==> src/rtl/vga_pattern_writer.sv <==
// Raster-order 24-bit RGB pixel producer feeding the VGA pixel FIFO write side.
// Latency: first write one cycle after enable is registered; then one word/clock.
// Backpressure: wr_en = ~full combinationally in RUN; x/y hold while full is high.
module vga_pattern_writer #(
    parameter int H_ACTIVE = 640,
    parameter int V_ACTIVE = 480
) (
    input  logic        clk,
    input  logic        rst,
    input  logic        enable,
    input  logic [1:0]  pattern_sel,
    input  logic [23:0] solid_rgb,
    input  logic        full,
    output logic        wr_en,
    output logic [23:0] pixelData,
    output logic        frame_done,
    output logic [7:0]  frame_cnt
);

    typedef enum logic {IDLE, RUN} state_t;

    localparam int         BAR_W  = H_ACTIVE / 8;
    localparam logic [9:0] X_LAST = 10'(H_ACTIVE - 1);
    localparam logic [9:0] Y_LAST = 10'(V_ACTIVE - 1);

    state_t      state_q, state_d;
    logic [9:0]  x_q, x_d;
    logic [9:0]  y_q, y_d;
    logic [7:0]  frame_cnt_q, frame_cnt_d;
    logic [1:0]  pat_q, pat_d;
    logic [23:0] rgb_q, rgb_d;
    logic        frame_done_q, frame_done_d;

    logic [2:0]  bar_idx;
    logic [9:0]  chk_s;
    logic [23:0] bar_rgb;

    assign wr_en      = (state_q == RUN) && !full;
    assign frame_done = frame_done_q;
    assign frame_cnt  = frame_cnt_q;

    // Raster position, frame counter and per-frame pattern latch.
    always_comb begin
        state_d      = state_q;
        x_d          = x_q;
        y_d          = y_q;
        frame_cnt_d  = frame_cnt_q;
        pat_d        = pat_q;
        rgb_d        = rgb_q;
        frame_done_d = 1'b0;
        case (state_q)
            IDLE: begin
                if (enable) begin
                    pat_d   = pattern_sel;
                    rgb_d   = solid_rgb;
                    x_d     = 10'd0;
                    y_d     = 10'd0;
                    state_d = RUN;
                end
            end
            RUN: begin
                if (wr_en) begin
                    if (x_q == X_LAST) begin
                        x_d = 10'd0;
                        if (y_q == Y_LAST) begin
                            // Last pixel of the frame: the pattern may only change here.
                            y_d          = 10'd0;
                            frame_cnt_d  = frame_cnt_q + 8'd1;
                            frame_done_d = 1'b1;
                            if (enable) begin
                                pat_d = pattern_sel;
                                rgb_d = solid_rgb;
                            end else begin
                                state_d = IDLE;
                            end
                        end else begin
                            y_d = y_q + 10'd1;
                        end
                    end else begin
                        x_d = x_q + 10'd1;
                    end
                end
            end
            default: state_d = IDLE;
        endcase
    end

    // State register with synchronous reset.
    always_ff @(posedge clk) begin
        if (rst) begin
            state_q      <= IDLE;
            x_q          <= 10'd0;
            y_q          <= 10'd0;
            frame_cnt_q  <= 8'd0;
            pat_q        <= 2'd0;
            rgb_q        <= 24'd0;
            frame_done_q <= 1'b0;
        end else begin
            state_q      <= state_d;
            x_q          <= x_d;
            y_q          <= y_d;
            frame_cnt_q  <= frame_cnt_d;
            pat_q        <= pat_d;
            rgb_q        <= rgb_d;
            frame_done_q <= frame_done_d;
        end
    end

    // Colour-bar index by comparison against the bar boundaries (no divider).
    always_comb begin
        bar_idx = 3'd0;
        for (int k = 1; k < 8; k++) begin
            if ({22'd0, x_q} >= 32'(k * BAR_W)) begin
                bar_idx = bar_idx + 3'd1;
            end
        end
    end

    // Bar colour lookup.
    always_comb begin
        case (bar_idx)
            3'd0:    bar_rgb = 24'hFFFFFF;
            3'd1:    bar_rgb = 24'hFFFF00;
            3'd2:    bar_rgb = 24'h00FFFF;
            3'd3:    bar_rgb = 24'h00FF00;
            3'd4:    bar_rgb = 24'hFF00FF;
            3'd5:    bar_rgb = 24'hFF0000;
            3'd6:    bar_rgb = 24'h0000FF;
            default: bar_rgb = 24'h000000;
        endcase
    end

    assign chk_s = x_q + {2'b00, frame_cnt_q};

    // Pixel value for the current raster position; zero outside RUN.
    always_comb begin
        pixelData = 24'd0;
        if (state_q == RUN) begin
            case (pat_q)
                2'd0:    pixelData = rgb_q;
                2'd1:    pixelData = bar_rgb;
                2'd2:    pixelData = {x_q[7:0], y_q[7:0], frame_cnt_q};
                default: pixelData = (chk_s[5] ^ y_q[5]) ? 24'hFFFFFF : 24'h000000;
            endcase
        end
    end

endmodule
==> config.mk <==
export PLATFORM = sky130hd
export DESIGN_NAME = vga_pattern_writer
export DESIGN_NICKNAME = d
export VERILOG_FILES = /design/src/rtl/vga_pattern_writer.sv
export SDC_FILE = /design/constraint.sdc
export NUM_CORES = 1
export LEC_CHECK = 0
export ABC_CLOCK_PERIOD_IN_PS = 5400
export BUFFER_PORTS_ARGS = -buffer_cell sky130_fd_sc_hd__buf_2
export CORE_MARGIN = 3
export CORE_UTILIZATION = 51
export DETAILED_ROUTE_END_ITERATION = 12
export GPL_ROUTABILITY_DRIVEN = 0
export GPL_TIMING_DRIVEN = 0
export PLACE_DENSITY_LB_ADDON = 0.1
export SLEW_MARGIN = 0
export SYNTH_ARGS = -nofsm -noshare
export SYNTH_HDL_FRONTEND = slang
export SYNTH_SLANG_ARGS = --single-unit
==> constraint.sdc <==
create_clock -name clk -period 5.4 [get_ports clk]
set_input_delay 1.35 -clock clk [delete_from_list [all_inputs] [get_ports clk]]
set_output_delay 1.35 -clock clk [all_outputs]
set_load 0.02 [all_outputs]
==> results of run 1 <==
path summary, 6_finish.rpt:
kind	from	endpoint	slack [ns]	cells after the start
worst max-delay path	x_q[8]	pixelData[8]	-0.33	22
worst min-delay path	rgb_q[1]	rgb_q[1]	0.50	2
worst max register to register	x_q[0]	y_q[0]	2.80	7
worst min register to register	rgb_q[1]	rgb_q[1]	0.50	2
cell usage in the layout, fill, tap and decap left out, types with 11 or more instances in the layout:
cell      count
xor2_1       16
buf_4        28
buf_2        56
or3b_2       11
clkbuf_1     20
dfxtp_1      51
nor2_1       55
mux2i_1      28
nand2_1      21
nor2b_1      16
o21ai_0      20
a21oi_1      12
a211oi_1     13
nand4_1      13
where the power goes:
part / total, W / switching, W / internal [W]
clock network: 0.000238 / 0.000144 / 0.0000933
registers: 0.000433 / 0.00000820 / 0.000424
logic: 0.000135 / 0.0000807 / 0.0000539
total: 0.000805 / 0.000233 / 0.000572
registers in the layout, indices dropped and copies added (netlist names):
register	cells
frame_done	1
x_q	10
rgb_q	24
frame_cnt	8
state_q	1
pat_q	2
y_q	10
layout make-up:
cell class              count  area (sq um)  area share (%)
repair buffers             80           480            11.0
inverters                   7          26.3           0.601
clock inverters             1          8.76           0.200
clock buffers               7          76.3            1.75
well taps                  77          96.3            2.20
multi-input cells         322          2390            54.8
plain buffers              29           156            3.58
flip-flops and latches     56          1130            25.9
cells by family (layout without fill, tap and decap cells):
family	count (synthesis)	after routing	synth area share, %
buffers and inverters	38	124	5.07
AO/OA/AOI/OAI	78	78	14.6
AND/OR/NAND/NOR	174	174	27.1
adder cells (fa/ha/maj)	14	14	5.03
flip-flops	56	56	32.2
multiplexers	29	29	8.34
XOR/XNOR	27	27	7.62
repair_timing:
| item | in CTS | in global routing |
|---|---|---|
| setup endpoints to repair | 16 | 16 |
| gates resized for setup | 33 | 41 |
| hold buffers | 0 | 0 |
| buffers inserted | 17 | 3 |
| pin swaps | 7 | 20 |
worst max-delay path: cells and delay by family, from the launching register on:
family / cells / cell delay, ns
adder cells (fa/ha/maj): 5 / 1.19
multiplexers: 1 / 0.20
AO/OA/AOI/OAI: 5 / 0.49
buffers and inverters: 4 / 0.53
XOR/XNOR: 3 / 0.68
flip-flops: 1 / 0.34
AND/OR/NAND/NOR: 4 / 0.60
metal layers:
metal / routed length (um) / GRT usage, % / share of wire (%)
met5: 0 / 0 / 0
met2: 4360 / 39.7 / 46
met3: 479 / 3.82 / 5.0
met1: 4580 / 35.1 / 48
met4: 163 / 7.14 / 1.7
per-stage QoR:
stage / setup TNS (ns) / std cells / setup WS (ns) / hold WS, ns
3_3_place_gp: -5.63 / 556 / -0.514 / 0.469
3_5_place_dp: -6.75 / 556 / -0.609 / 0.476
2_1_floorplan: -0.916 / 416 / -0.0888 / 0.455
5_1_grt: -6.61 / 579 / -0.525 / 0.533
6_report: -3.64 / 579 / -0.328 / 0.496
4_1_cts: -5.17 / 580 / -0.382 / 0.502
==> flow_metrics.tcl, run 1 <==
set metrics [dict create \
    die_h_um 88.6 \
    power_density_nw_per_um2 184 \
    period_share_pct 106 \
    n_antenna_cell 0 \
    syn-num-nets 460 \
    maxSlewViolCount 0 \
    overflow 0 \
    vdd_drop_max_v 0.000112 \
    hold_viol 0 \
    syn_area_per_cell_sq_um 8.36 \
    fin_util_pct 67.3 \
    die_w_um 88.6 \
    core_sq_um 6490 \
    cts_root_buf "clkbuf_8" \
    max_freq_mhz 175 \
    clkTransAtPathRegs_ns 0.10 \
    max_slew_margin_pct 50.2 \
    violations "setup timing" \
    drive_gt1_share_pct 31.3 \
    crit_type "reg -> out" \
    synthTopCellsByCount "57 x nor2_1, 56 x dfxtp_1, 29 x mux2i_1" \
    drc_errors 0 \
    cts_buffers 5 \
    rsz0062_at_grt "yes" \
    synth_top_cell_by_area "dfxtp_1" \
    initial_utilization_pct 53.6 \
    design.die.area_sq_um 7850 \
    crit_slowest_cell "dfxtp_2" \
    clock-sinks 56 \
    cp-end-kind "output port" \
    grt_pass1_wl_mm 15.2 \
    final_net_count 545 \
    fin_ws_ns -0.328 \
    synth-main-ff-cell "dfxtp_1" \
    synth_top_area_share_pct 32.2 \
    ys_async_sr_fraction_pct 0 \
    clock_skew_ns 0.00744 \
    fillCellCount 559 \
    power_w 0.000805 \
    place_area_sq_um 3910 \
    ys_ff_latch 56 \
    num_rows 29 \
    grt_pass1_vias 3067 \
    yosys.cell_count.top_type "nor2_1" \
    area_delta_synth_final_pct 25.6 \
    worst_pin_slew_ns 0.747 \
    status "finished with violations" \
    yosysSeqAreaShare_pct 32.2 \
    antenna_found_initial 0 \
    numPortBuffers 63 \
    maxCapViolations 0 \
    setup.worst_path.start_class "flop" \
    critPathMaxFanout 5 \
    synth_area_sq_um 3480 \
    dp_hpwl_mm 6.63 \
    hold_path.class "reg -> reg" \
    yosysUniqueCellTypes 54 \
    vias 3317 \
    dr.first_iter.drc_count 238 \
    drt_first_pass_iters 5 \
    grt_max_degree 17 \
    power_leakage_nw 1.97 \
    synth-edff-count 0 \
    arrival_ns 4.38 \
    synthCells 416 \
    vias_per_cell 5.73 \
    worstPathRequired_ns 4.05 \
    wire_per_inst_um 16.6 \
    io_pins 64 \
    setup_viol 16 \
    grt_util_all_layers_pct 24.9 \
    wl_mm 9.59 \
    cts_tree "yes" \
    cp_slowest_stage_delay_ns 0.34 \
    fin_area_sq_um 4370 \
    clockBufferDepth 2 \
    path_common_cell "ha_4" \
    ys_warn_count 0 \
    layout_min_cycle_time_ns 5.73 \
    synth_area_leaders "dfxtp_1 32%, mux2i_1 8.3%, nor2_1 6.1%" \
    final_antenna_net_count 0 \
    path_cells "buf_6 > or2_4 > a211oi_4 > buf_4 > ha_4 > xor2_1 > ha_1 > o21ai_2 > o41ai_2 > ha_1 > mux2i_2 > inv_2 > ha_4 > nand2_4 > o21ai_4 > ha_4 > o311ai_2 > xnor2_1 > xnor3_2 > nor2_4 > nor3_2 > buf_4" \
    clk_latency_ns 0.32 \
    cts_max_level 2 \
]
No activity file was read; power rests on OpenSTA's default activity.
==> run 2: changes to the inputs <==
--- a/config.mk
+++ b/config.mk
@@ -5,10 +5,10 @@
 export SDC_FILE = /design/constraint.sdc
 export NUM_CORES = 1
 export LEC_CHECK = 0
-export ABC_CLOCK_PERIOD_IN_PS = 5400
+export ABC_CLOCK_PERIOD_IN_PS = 5990
 export BUFFER_PORTS_ARGS = -buffer_cell sky130_fd_sc_hd__buf_2
 export CORE_MARGIN = 3
-export CORE_UTILIZATION = 51
+export CORE_UTILIZATION = 55
 export DETAILED_ROUTE_END_ITERATION = 12
 export GPL_ROUTABILITY_DRIVEN = 0
 export GPL_TIMING_DRIVEN = 0
==> constraint.sdc (replaced) <==
create_clock -name clk -period 5.99 [get_ports clk]
set_input_delay 1.4975 -clock clk [delete_from_list [all_inputs] [get_ports clk]]
set_output_delay 1.4975 -clock clk [all_outputs]
set_load 0.02 [all_outputs]
==> flow_metrics.tcl, run 2 (synthesis gave the netlist of run 1 again) <==
set metrics [dict create \
    setup.worst_path.start_class "flop" \
    cp_slowest_stage_delay_ns 0.38 \
    maxCapViolations 0 \
    setup_viol 1 \
    wire_per_inst_um 17.1 \
    p_switching_w 0.000208 \
    whs_ns 0.491 \
    dp_hpwl_mm 6.57 \
    dr.first_iter.drc_count 261 \
    cp.depth 22 \
    grt_max_degree 17 \
    die_w_um 85.5 \
    max_freq_mhz 167 \
    period_share_pct 100 \
    reg2reg_depth 7 \
    vias_per_cell 5.88 \
    fin_cells 581 \
    crit_slowest_cell "dfxtp_4" \
    wl_mm 9.94 \
    layout_commonest_cell "buf_2" \
    max_slew_margin_pct 55.0 \
    hold_viol 0 \
    core_sq_um 6030 \
    area_delta_synth_final_pct 26.3 \
    n_antenna_cell 0 \
    initial_utilization_pct 57.7 \
    design.die.area_sq_um 7320 \
    path_cells "or2_4 > a211oi_4 > inv_1 > ha_2 > and3b_1 > nor2_1 > ha_1 > o21ai_2 > o41ai_4 > ha_1 > mux2i_2 > inv_2 > ha_4 > nand2_4 > o21ai_4 > ha_4 > o311ai_4 > xnor2_1 > xnor3_2 > nor2_4 > nor3_2 > buf_4" \
    drive_gt1_share_pct 31.8 \
    power_leakage_nw 2.01 \
    clock-sinks 56 \
    worstPathRequired_ns 4.49 \
    power_w 0.000730 \
    largest-register "rgb_q" \
    violations "setup timing" \
    die_h_um 85.5 \
    vdd_drop_max_v 0.000105 \
    clkTransAtPathRegs_ns 0.10 \
    placed_cells 554 \
    overflow 0 \
    largest_reg_flops 24 \
    largestRegisters "rgb_q x24, x_q x10, y_q x10" \
    vias 3418 \
    arrival_ns 4.50 \
    layout_min_cycle_time_ns 6.00 \
    final_antenna_net_count 0 \
    power_density_nw_per_um2 166 \
    layout_common_cells "60 x buf_2, 55 x nor2_1, 52 x dfxtp_1, 31 x buf_4, 28 x mux2i_1" \
    pwr-share-comb_pct 16.4 \
    hold_path.class "reg -> reg" \
    min_path_cells 2 \
    cts_buffers 5 \
    netSwitchingFraction_pct 28.5 \
    crit_family "adder cells" \
    status "finished with violations" \
    cts_max_level 2 \
    drt_first_pass_iters 5 \
    critPathMaxFanout 7 \
    drc_errors 0 \
    grt_util_all_layers_pct 25.7 \
    grt_pass1_vias 3134 \
    pre_cts_slack_ns -0.166 \
    antenna_found_initial 0 \
    io_pins 64 \
    path_buf_inv 3 \
    num_rows 28 \
    intPower_w 0.000522 \
    cts_root_buf "clkbuf_8" \
    grt_pass1_wl_mm 15.2 \
    clockBufferDepth 2 \
    cts_tree "yes" \
    fin_ws_ns -0.00548 \
    worst_pin_slew_ns 0.675 \
    clock_skew_ns 0.00892 \
    p_clk_share_pct 30.2 \
    clk_latency_ns 0.32 \
    maxSlewViolCount 0 \
    crit_type "reg -> out" \
    cp-end-kind "output port" \
    numPortBuffers 63 \
    final_net_count 550 \
    rsz0062_at_grt "yes" \
    seq_power_share_pct 53.3 \
]
[run 2: cell count changes in the layout (fill, tap and decap cells not counted), moves of 2 or more]
cell / previous run / this run
dfxtp_2: 3 / 1
buf_4: 28 / 31
buf_2: 56 / 60
clkbuf_1: 20 / 18
[run 2: what timing repair did]
action / 4_1_cts / 5_1_grt
gates resized for setup: 26 / 42
gates cloned: 0 / 0
pin swaps: 7 / 20
hold buffers: 0 / 0
setup endpoints to repair: 16 / 16
buffers inserted: 8 / 14
[run 2: power by group through the flow]
stage	clock, W	sequential (W)	combinational, W
2_1_floorplan	0	0.000397	0.0000783
3_3_place_gp	0	0.000399	0.000111
3_5_place_dp	0	0.000399	0.000113
4_1_cts	0.000225	0.000391	0.000115
5_1_grt	0.000241	0.000391	0.000131
6_report	0.000221	0.000389	0.000120
[run 2: path summary, 6_finish.rpt]
path	startpoint	endpoint	slack [ns]
min reg2reg	rgb_q[0]	rgb_q[0]	0.49
max	x_q[5]	pixelData[9]	-0.005
min	rgb_q[0]	rgb_q[0]	0.49
max reg2reg	x_q[1]	y_q[9]	3.47
[run 2: layout make-up]
type | instances | area [sq um]
buffer | 29 | 156
clock buffer | 6 | 82.6
clock inverter | 1 | 8.76
fill | 472 | 1630
inverter | 7 | 26.3
multi-input combinational | 322 | 2390
sequential | 56 | 1130
tap | 75 | 93.8
timing repair buffer | 85 | 504
[run 2: tightest hold or removal path, cell delays in order (launching register included)]
cell,delay [ns]
dfxtp_1,0.33
mux2i_1,0.06
nor2_1,0.07
[run 2: per-layer routing]
metal  part of all wire, %  up-vias  global-route usage (%)
li1                      -     1658                       -
met1                    44     1611                    35.3
met2                    48      137                    40.7
met3                   6.7       12                    4.42
met4                   1.3        0                    8.78
met5                     0        -                       0
[run 2: stage by stage]
| step | util [%] | TNS (ns) | cell area, sq um |
|---|---|---|---|
| 5_1_grt | 72.9 | -2.30 | 4390 |
| 3_3_place_gp | 64.5 | 0 | 3890 |
| 2_1_floorplan | - | 0 | 3480 |
| 4_1_cts | 68.4 | 0 | 4120 |
| 3_5_place_dp | 64.5 | -0.943 | 3890 |
| 6_report | 72.9 | -0.00548 | 4390 |
==> run 3: changes to the inputs <==
--- a/config.mk
+++ b/config.mk
@@ -9,6 +9,8 @@
 export BUFFER_PORTS_ARGS = -buffer_cell sky130_fd_sc_hd__buf_2
 export CORE_MARGIN = 3
 export CORE_UTILIZATION = 55
+export CTS_BUF_LIST = sky130_fd_sc_hd__clkbuf_4
+export CTS_CLUSTER_DIAMETER = 80
 export DETAILED_ROUTE_END_ITERATION = 12
 export GPL_ROUTABILITY_DRIVEN = 0
 export GPL_TIMING_DRIVEN = 0
==> flow_metrics.tcl, run 3 (synthesis gave the netlist of run 1 again) <==
set metrics [dict create \
    numPortBuffers 63 \
    p_clk_share_pct 24.7 \
    cp_slowest_stage_delay_ns 0.48 \
    final_net_count 542 \
    fin_util_pct 71.2 \
    crit_type "reg -> out" \
    cts_max_level 2 \
    pwr-share-comb_pct 17.7 \
    dr.first_iter.drc_count 267 \
    largest-register "rgb_q" \
    worstPathRequired_ns 4.49 \
    hold_path.class "reg -> reg" \
    seq_power_share_pct 57.6 \
    period_share_pct 101 \
    rsz0062_at_grt "yes" \
    maxCapViolations 0 \
    grt_util_all_layers_pct 25.9 \
    area_delta_synth_final_pct 23.2 \
    cts_buffers 5 \
    drive_gt1_share_pct 30.3 \
    intPower_w 0.000474 \
    p_switching_w 0.000203 \
    cts_tree "yes" \
    status "finished with violations" \
    clock_skew_ns 0.0146 \
    n_antenna_cell 0 \
    drc_errors 0 \
    grt_pass1_vias 3126 \
    num_rows 28 \
    io_pins 64 \
    initial_utilization_pct 57.7 \
    power_density_nw_per_um2 158 \
    netSwitchingFraction_pct 30.0 \
    cp-end-kind "output port" \
    cts_root_buf "clkbuf_4" \
    setup.worst_path.start_class "flop" \
    vdd_drop_max_v 0.000108 \
    wire_per_inst_um 16.6 \
    die_h_um 85.5 \
    vias 3403 \
    clockBufferDepth 2 \
    vias_per_cell 5.94 \
    dp_hpwl_mm 6.57 \
    layout_commonest_cell "buf_2" \
    grt_pass1_wl_mm 15.3 \
    max_slew_margin_pct 56.3 \
    final_antenna_net_count 0 \
    critPathMaxFanout 9 \
    power_w 0.000677 \
    worst_pin_slew_ns 0.656 \
    clkTransAtPathRegs_ns 0.16 \
    clk_latency_ns 0.39 \
    max_freq_mhz 166 \
    clock-sinks 56 \
    core_sq_um 6030 \
    cts_hold_buf 0 \
    path_common_cell "ha_4" \
    fin_ws_ns -0.0484 \
    grt_max_degree 17 \
    power_leakage_nw 1.95 \
    arrival_ns 4.54 \
    path_buf_inv 5 \
    drt_first_pass_iters 5 \
    die_w_um 85.5 \
    fillCellCount 488 \
    wl_mm 9.53 \
    layout_min_cycle_time_ns 6.04 \
    antenna_found_initial 0 \
    overflow 0 \
    violations "setup timing" \
    crit_slowest_cell "dfxtp_2" \
    largest_reg_flops 24 \
    maxSlewViolCount 0 \
    design.die.area_sq_um 7320 \
    hold_viol 0 \
    layout_common_cells "58 x buf_2, 55 x nor2_1, 51 x dfxtp_1, 28 x buf_4, 28 x mux2i_1" \
    setup_viol 5 \
    largestRegisters "rgb_q x24, x_q x10, y_q x10" \
    path_cells "clkbuf_16 > o21ai_1 > nand2_1 > inv_2 > ha_4 > or2_2 > nor3_1 > or3_1 > buf_4 > ha_1 > mux2i_2 > inv_1 > ha_4 > nand2_4 > o21ai_2 > ha_4 > o311ai_4 > xnor2_1 > xnor3_2 > nor2_4 > nor3_2 > buf_4" \
    crit_family "adder cells" \
]
-- run 3: cell types whose count changed in the layout (fill, tap and decap cells not counted), moves of 2 or more --
cell      previous run  this run
clkbuf_8             6         0
buf_4               31        28
buf_6                4         1
buf_2               60        58
clkbuf_4             0         5
-- run 3: repair_timing --
action / 4_1_cts / 5_1_grt
endpoints found under the setup margin: 16 / 16
setup buffers: 14 / 1
gates resized for setup: 52 / 13
pin swaps: 18 / 12
-- run 3: layout make-up --
type / instances / area (sq um) / area share, %
clock inverters: 2 / 12.5 / 0.292
flip-flops and latches: 56 / 1130 / 26.5
plain buffers: 28 / 151 / 3.53
repair buffers: 78 / 453 / 10.6
clock buffers: 5 / 37.5 / 0.875
well taps: 75 / 93.8 / 2.19
multi-input cells: 322 / 2380 / 55.5
inverters: 7 / 26.3 / 0.613
-- run 3: tightest hold or removal path, stage by stage (launching register included) --
cell and delay [ns]:
dfxtp_1 0.35, mux2i_1 0.06, nor2_1 0.07
-- run 3: final timing paths --
kind / startpoint / endpoint / slack (ns) / cells after the start
max: x_q[6] / pixelData[11] / -0.05 / 22
min reg2reg: rgb_q[0] / rgb_q[0] / 0.50 / 2
max reg2reg: x_q[0] / rgb_q[17] / 3.43 / 8
min: rgb_q[0] / rgb_q[0] / 0.50 / 2
-- run 3: layer usage --
| layer | track usage, % | part of all wire, % | vias to the layer above |
|---|---|---|---|
| li1 | - | - | 1640 |
| met1 | 36.1 | 45 | 1602 |
| met2 | 41.7 | 47 | 141 |
| met3 | 3.75 | 6.4 | 20 |
| met4 | 7.77 | 1.9 | 0 |
| met5 | 0 | 0 | - |
-- run 3: power by group through the flow --
stage	clock [W]	sequential (W)	combinational, W
after floorplan	0	0.000397	0.0000783
after global placement	0	0.000399	0.000111
after detailed placement	0	0.000399	0.000113
after CTS	0.000171	0.000390	0.000118
after global routing	0.000186	0.000392	0.000131
final	0.000167	0.000390	0.000120
-- run 3: metrics by stage --
stage	instances	area (sq um)	hold slack, ns	worst slack (ns)	setup TNS (ns)
6_report	573	4290	0.503	-0.0484	-0.119
5_1_grt	573	4290	0.539	-0.269	-2.35
4_1_cts	572	4200	0.510	-0.0389	-0.173
3_5_place_dp	554	3890	0.474	-0.166	-0.943
3_3_place_gp	554	3890	0.468	0.00537	0
2_1_floorplan	416	3480	0.455	0.326	0
